[src/rtl/game_pkg.sv]
// Shared definitions for the game controller: state encodings, default
// parameters and the state decode used by the timer reload output.
package game_pkg;

    localparam int SCORE_BITS_DEF  = 8;
    localparam int START_DELAY_DEF = 3;

    localparam logic [2:0] ST_IDLE   = 3'd0;
    localparam logic [2:0] ST_READY  = 3'd1;
    localparam logic [2:0] ST_PLAY   = 3'd2;
    localparam logic [2:0] ST_PAUSED = 3'd3;
    localparam logic [2:0] ST_OVER   = 3'd4;

    // Timer is held in reload while the game has not started counting down.
    function automatic logic loads_timer(input logic [2:0] st);
        return (st == ST_IDLE) || (st == ST_READY);
    endfunction

endpackage

[src/rtl/score_counter.sv]
// Saturating up/down score register with synchronous clear.
// Simultaneous inc and dec cancel out.
module score_counter
    import game_pkg::*;
#(
    parameter int WIDTH = SCORE_BITS_DEF
) (
    input  logic             clk,
    input  logic             reset,
    input  logic             inc,
    input  logic             dec,
    input  logic             clr,
    output logic [WIDTH-1:0] value
);

    localparam logic [WIDTH-1:0] VAL_MAX  = {WIDTH{1'b1}};
    localparam logic [WIDTH-1:0] VAL_ZERO = {WIDTH{1'b0}};
    localparam logic [WIDTH-1:0] VAL_ONE  = {{(WIDTH-1){1'b0}}, 1'b1};

    logic [WIDTH-1:0] r_value;
    logic [WIDTH-1:0] w_value_nxt;

    // Next-value selection with saturation at both ends
    always_comb begin
        w_value_nxt = r_value;
        if (clr) begin
            w_value_nxt = VAL_ZERO;
        end else if (inc && !dec) begin
            if (r_value != VAL_MAX) begin
                w_value_nxt = r_value + VAL_ONE;
            end else begin
                w_value_nxt = r_value;
            end
        end else if (dec && !inc) begin
            if (r_value != VAL_ZERO) begin
                w_value_nxt = r_value - VAL_ONE;
            end else begin
                w_value_nxt = r_value;
            end
        end else begin
            w_value_nxt = r_value;
        end
    end

    // Score storage
    always_ff @(posedge clk or posedge reset) begin
        if (reset) begin
            r_value <= VAL_ZERO;
        end else begin
            r_value <= w_value_nxt;
        end
    end

    assign value = r_value;

endmodule

[src/rtl/game_fsm.sv]
// Game controller: countdown, play/pause, scoring and high-score tracking.
// Only timer_enable is combinational; everything else is registered.
module game_fsm
    import game_pkg::*;
#(
    parameter int SCORE_BITS  = SCORE_BITS_DEF,
    parameter int START_DELAY = START_DELAY_DEF
) (
    input  logic                  clk,
    input  logic                  reset,
    input  logic                  sec_tick,
    input  logic                  start_p,
    input  logic                  pause_p,
    input  logic                  hit_p,
    input  logic                  miss_p,
    input  logic                  timer_done,
    output logic                  load_timer,
    output logic                  timer_enable,
    output logic [2:0]            state,
    output logic [2:0]            ready_count,
    output logic [SCORE_BITS-1:0] score,
    output logic [SCORE_BITS-1:0] high_score,
    output logic                  new_high
);

    localparam logic [2:0] RDY_INIT = 3'(START_DELAY);

    logic [2:0]            r_state;
    logic [2:0]            w_state_nxt;
    logic [2:0]            r_ready_count;
    logic [2:0]            w_ready_nxt;
    logic [SCORE_BITS-1:0] r_high_score;
    logic [SCORE_BITS-1:0] w_high_nxt;
    logic                  r_new_high;
    logic                  w_new_high_nxt;
    logic                  r_load_timer;
    logic                  w_inc;
    logic                  w_dec;
    logic                  w_clr;
    logic [SCORE_BITS-1:0] w_score;

    score_counter #(
        .WIDTH (SCORE_BITS)
    ) u_score (
        .clk   (clk),
        .reset (reset),
        .inc   (w_inc),
        .dec   (w_dec),
        .clr   (w_clr),
        .value (w_score)
    );

    // Next-state, countdown, scoring and high-score decisions
    always_comb begin
        w_state_nxt    = r_state;
        w_ready_nxt    = r_ready_count;
        w_high_nxt     = r_high_score;
        w_new_high_nxt = r_new_high;
        w_inc          = 1'b0;
        w_dec          = 1'b0;
        w_clr          = 1'b0;
        case (r_state)
            ST_IDLE, ST_OVER: begin
                if (start_p) begin
                    w_state_nxt    = ST_READY;
                    w_ready_nxt    = RDY_INIT;
                    w_clr          = 1'b1;
                    w_new_high_nxt = 1'b0;
                end else begin
                    w_state_nxt = r_state;
                end
            end
            ST_READY: begin
                if (sec_tick) begin
                    if (r_ready_count <= 3'd1) begin
                        w_state_nxt = ST_PLAY;
                        w_ready_nxt = 3'd0;
                    end else begin
                        w_ready_nxt = r_ready_count - 3'd1;
                    end
                end else begin
                    w_ready_nxt = r_ready_count;
                end
            end
            ST_PLAY: begin
                // Game end outranks pause, which outranks scoring events.
                if (timer_done) begin
                    w_state_nxt = ST_OVER;
                    if (w_score > r_high_score) begin
                        w_high_nxt     = w_score;
                        w_new_high_nxt = 1'b1;
                    end else begin
                        w_high_nxt     = r_high_score;
                        w_new_high_nxt = r_new_high;
                    end
                end else if (pause_p) begin
                    w_state_nxt = ST_PAUSED;
                end else begin
                    w_inc = hit_p & ~miss_p;
                    w_dec = miss_p & ~hit_p;
                end
            end
            ST_PAUSED: begin
                if (pause_p) begin
                    w_state_nxt = ST_PLAY;
                end else begin
                    w_state_nxt = ST_PAUSED;
                end
            end
            default: begin
                w_state_nxt = ST_IDLE;
            end
        endcase
    end

    // Control and status registers
    always_ff @(posedge clk or posedge reset) begin
        if (reset) begin
            r_state       <= ST_IDLE;
            r_ready_count <= RDY_INIT;
            r_high_score  <= {SCORE_BITS{1'b0}};
            r_new_high    <= 1'b0;
            r_load_timer  <= 1'b1;
        end else begin
            r_state       <= w_state_nxt;
            r_ready_count <= w_ready_nxt;
            r_high_score  <= w_high_nxt;
            r_new_high    <= w_new_high_nxt;
            r_load_timer  <= loads_timer(w_state_nxt);
        end
    end

    assign timer_enable = sec_tick & (r_state == ST_PLAY);
    assign load_timer   = r_load_timer;
    assign state        = r_state;
    assign ready_count  = r_ready_count;
    assign score        = w_score;
    assign high_score   = r_high_score;
    assign new_high     = r_new_high;

endmodule

[config.mk]
export PLATFORM = sky130hd
export DESIGN_NAME = game_fsm
export DESIGN_NICKNAME = d
export VERILOG_FILES = /design/src/rtl/game_pkg.sv /design/src/rtl/score_counter.sv /design/src/rtl/game_fsm.sv
export SDC_FILE = /design/constraint.sdc
export NUM_CORES = 1
export LEC_CHECK = 0
export CAP_MARGIN = 20
export CORE_UTILIZATION = 35
export CTS_CLUSTER_DIAMETER = 30
export DETAILED_ROUTE_END_ITERATION = 6
export GPL_TIMING_DRIVEN = 1
export HOLD_SLACK_MARGIN = 0.05
export SLEW_MARGIN = 20
export SYNTH_ARGS = -nofsm -noshare
export SYNTH_HDL_FRONTEND = slang
export SYNTH_SLANG_ARGS = --single-unit
[constraint.sdc]
create_clock -name clk -period 5.4 [get_ports clk]
set_input_delay 0.81 -clock clk [delete_from_list [all_inputs] [get_ports clk]]
set_output_delay 0.81 -clock clk [all_outputs]
set_load 0.02 [all_outputs]
==> results.toml <==
[global_route]
grtUsageMet3 = 0.0216
grt-ovfl-total = 0
use_met1 = 0.199
grtUsageTotal = 0.159
grt_antenna_before_repair = 0
grt_pass1_vias = 1348
grt_pass1_wl_microns = 6200
grt_start_max_net_pins = 25
global_route.peak_usage_layer = "met2"
gr-usage-met2 = 0.274

[layout]
final_cell_mix = "32 x clkdlybuf4s50_1, 21 x dfrtp_1, 16 x inv_1, 16 x ha_1, 15 x nor2_1"
num_antenna_cells = 0
syn2layout_area_growth_pct = 28.5
final_cells = 251
mostFrequentLayoutCell = "clkdlybuf4s50_1"
fin_nets = 225
drive_gt1_frac = 0.111

[outcome]
status = "complete, no violations"

[synthesis]
synth_area_leaders = "dfrtp_1 33%, ha_1 12%, dfstp_2 4.9%"
ys_types = 45
synth-edff-count = 0
ys_warn_count = 0
syn_area_per_cell_sq_um = 9.91
seq_area_frac_synth = 0.374
yosys.area.top_type = "dfrtp_1"
yosysTopAreaCellShare = 0.325
ys_async_sr_fraction = 1.00
synth_cells = 163
ys_ff_latch = 24
netlist_area_sq_um = 1620
syn_nets = 188
synthFlopType = "dfrtp_1"

[drt]
drt-wirelength-per-cell_microns = 14.9
route.detailed.drc = 0
drt-pass1-iter-count = 4
num_vias = 1375
drtIter0Drc = 42
routed_wl_microns = 3740
via_per_inst = 5.48
ant_nets = 0

[die]
die-area_sq_um = 4890
die_h_microns = 69.9
die_w_microns = 69.9
initial_core_util = 0.368
io_pins = 33
core_sq_um = 4380
rows = 24

[worst_setup_path]
worstReg2RegStart = "state[1]$_DFF_PP0_"
worstPathCellList = "clkdlybuf4s50_1 -> nand2b_1 -> or4b_1 -> ha_1 -> inv_1 -> ha_1 -> a211oi_2 -> o21ai_1 -> or3_1 -> a31oi_1 -> mux2_1"
crit_top_cell = "ha_1"
cp-end-kind = "register"
crit_buf_inv = 2
slowest_delay_ns = 0.49
critPathMaxFanout = 8
cp_data_required_time_ns = 5.55
arrival_ns = 3.98
startpoint_type = "input port"
critPathKind = "input port to register"
cp_top_family = "simple AND/OR/NAND/NOR gates"
cp-startpoint = "timer_done"
slowest_stage = "or4b_1"

[clocking]
insertion_delay_ns = 0.27
cts_hold_buf = 0
clk_path_buf_depth = 2
clk_pin_slew_worst_paths_ns = 0.08
ctsHtreeMaxLevel = 1
cts_root_buf = "clkbuf_8"
cts_tree = "built"
post_cts_buffers = 0
cts_resized = 0
numCtsBuffers = 3
clkSinkCount = 24

[sta]
setup_slack_ns = 1.57
slew_viol_final = 0
max_freq_mhz = 261
rsz0062_at_grt = "no"
skew_ns = 0.00611
post-route-period-util = 0.709
setup_viol = 0
worst_pin_slew_ns = 0.911
fin_tns_setup_ns = 0
finalHoldViolCount = 0
max-slew-margin-rel = 0.392
min_period_ns = 3.83

[placement]
gp_congestion = 0.805
pre_cts_ws_ns = 1.32
dpl.hpwl_microns = 2700
placedCellCount = 247
numPortBuffers = 32

[power]
vdd_drop_max_uv = 145
p_per_area_nw_per_um2 = 287
leakage_nw = 0.948

[run]
cap_violations = 0

[min_path]
worstHoldStart = "new_high$_DFFE_PP0P_"
hold_path_class = "register to register"
==> synthesized netlist by cell type, types with 2 or more instances <==
master    number
nor2b_1        5
nand4_1        2
nand2_1        6
a31oi_1        4
a21oi_1       11
ha_1          16
xnor2_1        3
inv_1         16
nand2b_1       2
mux2_1         2
a211o_1        2
nand3_1        4
dfstp_2        3
o21ai_0        5
dfrtp_1       21
mux2_2         7
o31ai_4        2
nor3_1         4
a21o_1         4
nor2_1        15
mux2i_1        5
==> tightest hold or removal path, stage by stage, from the launching register on <==
cell and delay, ns:
dfrtp_1 0.38, inv_1 0.05, a21oi_1 0.05
==> cell families (layout without fill, tap and decap cells) <==
| logic type | count (synthesis) | in the layout | synth area share |
|---|---|---|---|
| buffers and inverters | 17 | 53 | 0.0395 |
| AOI/OAI and AO/OA | 38 | 38 | 0.173 |
| DFF | 24 | 24 | 0.374 |
| muxes | 14 | 14 | 0.0937 |
| and+or+nand+nor | 49 | 49 | 0.162 |
| adders and majority gates | 17 | 17 | 0.136 |
| xor gates and xnor gates | 4 | 4 | 0.0217 |
==> flip-flops by register name (all words and copies together), names as in the netlist <==
name and cells:
u_score.value 8, state 3, load_timer 1, high_score 8, new_high 1, ready_count 3
==> path summary, 6_finish.rpt <==
check                                                    end  slack (ns)  cells past startpoint
min in group asynchronous                 state[1]$_DFF_PP0_        1.05                      2
worst max register to register  u_score.value[7]$_DFFE_PP0P_        1.85                     11
max in group asynchronous          high_score[7]$_DFFE_PP0P_        3.80                      2
worst min-delay path                    new_high$_DFFE_PP0P_        0.52                      2
worst max-delay path            u_score.value[7]$_DFFE_PP0P_        1.57                     11
worst min register to register          new_high$_DFFE_PP0P_        0.52                      2
==> final cells by class <==
type,instances,area [sq um]
Clock buffer,3,41.3
Clock inverter,1,30.0
Fill cell,411,2310
Inverter,16,60.1
Multi-Input combinational cell,122,947
Sequential cell,24,604
Tap cell,52,65.1
Timing Repair Buffer,33,328
==> where the power goes <==
| group | internal, W | switching, W | total, W |
|---|---|---|---|
| clock network | 0.0000991 | 0.0000578 | 0.000157 |
| registers | 0.000211 | 0.0000249 | 0.000236 |
| logic | 0.0000926 | 0.000110 | 0.000203 |
| total | 0.000402 | 0.000193 | 0.000595 |
==> per-layer routing <==
metal	part of all wire	up-vias
li1	-	659
met3	0.041	8
met2	0.48	43
met4	0.019	0
met5	0	-
met1	0.46	665
==> through the flow <==
step | power, W | utilization | area, sq um | hold WS [ns]
after global routing | 0.000633 | 0.473 | 2080 | 0.551
after global placement | 0.000437 | 0.457 | 2000 | 0.506
after floorplan | 0.000359 | - | 1620 | 0.602
final | 0.000595 | 0.473 | 2080 | 0.521
after CTS | 0.000601 | 0.473 | 2080 | 0.525
after detailed placement | 0.000442 | 0.457 | 2000 | 0.511
(Power assumes the default switching activity.)
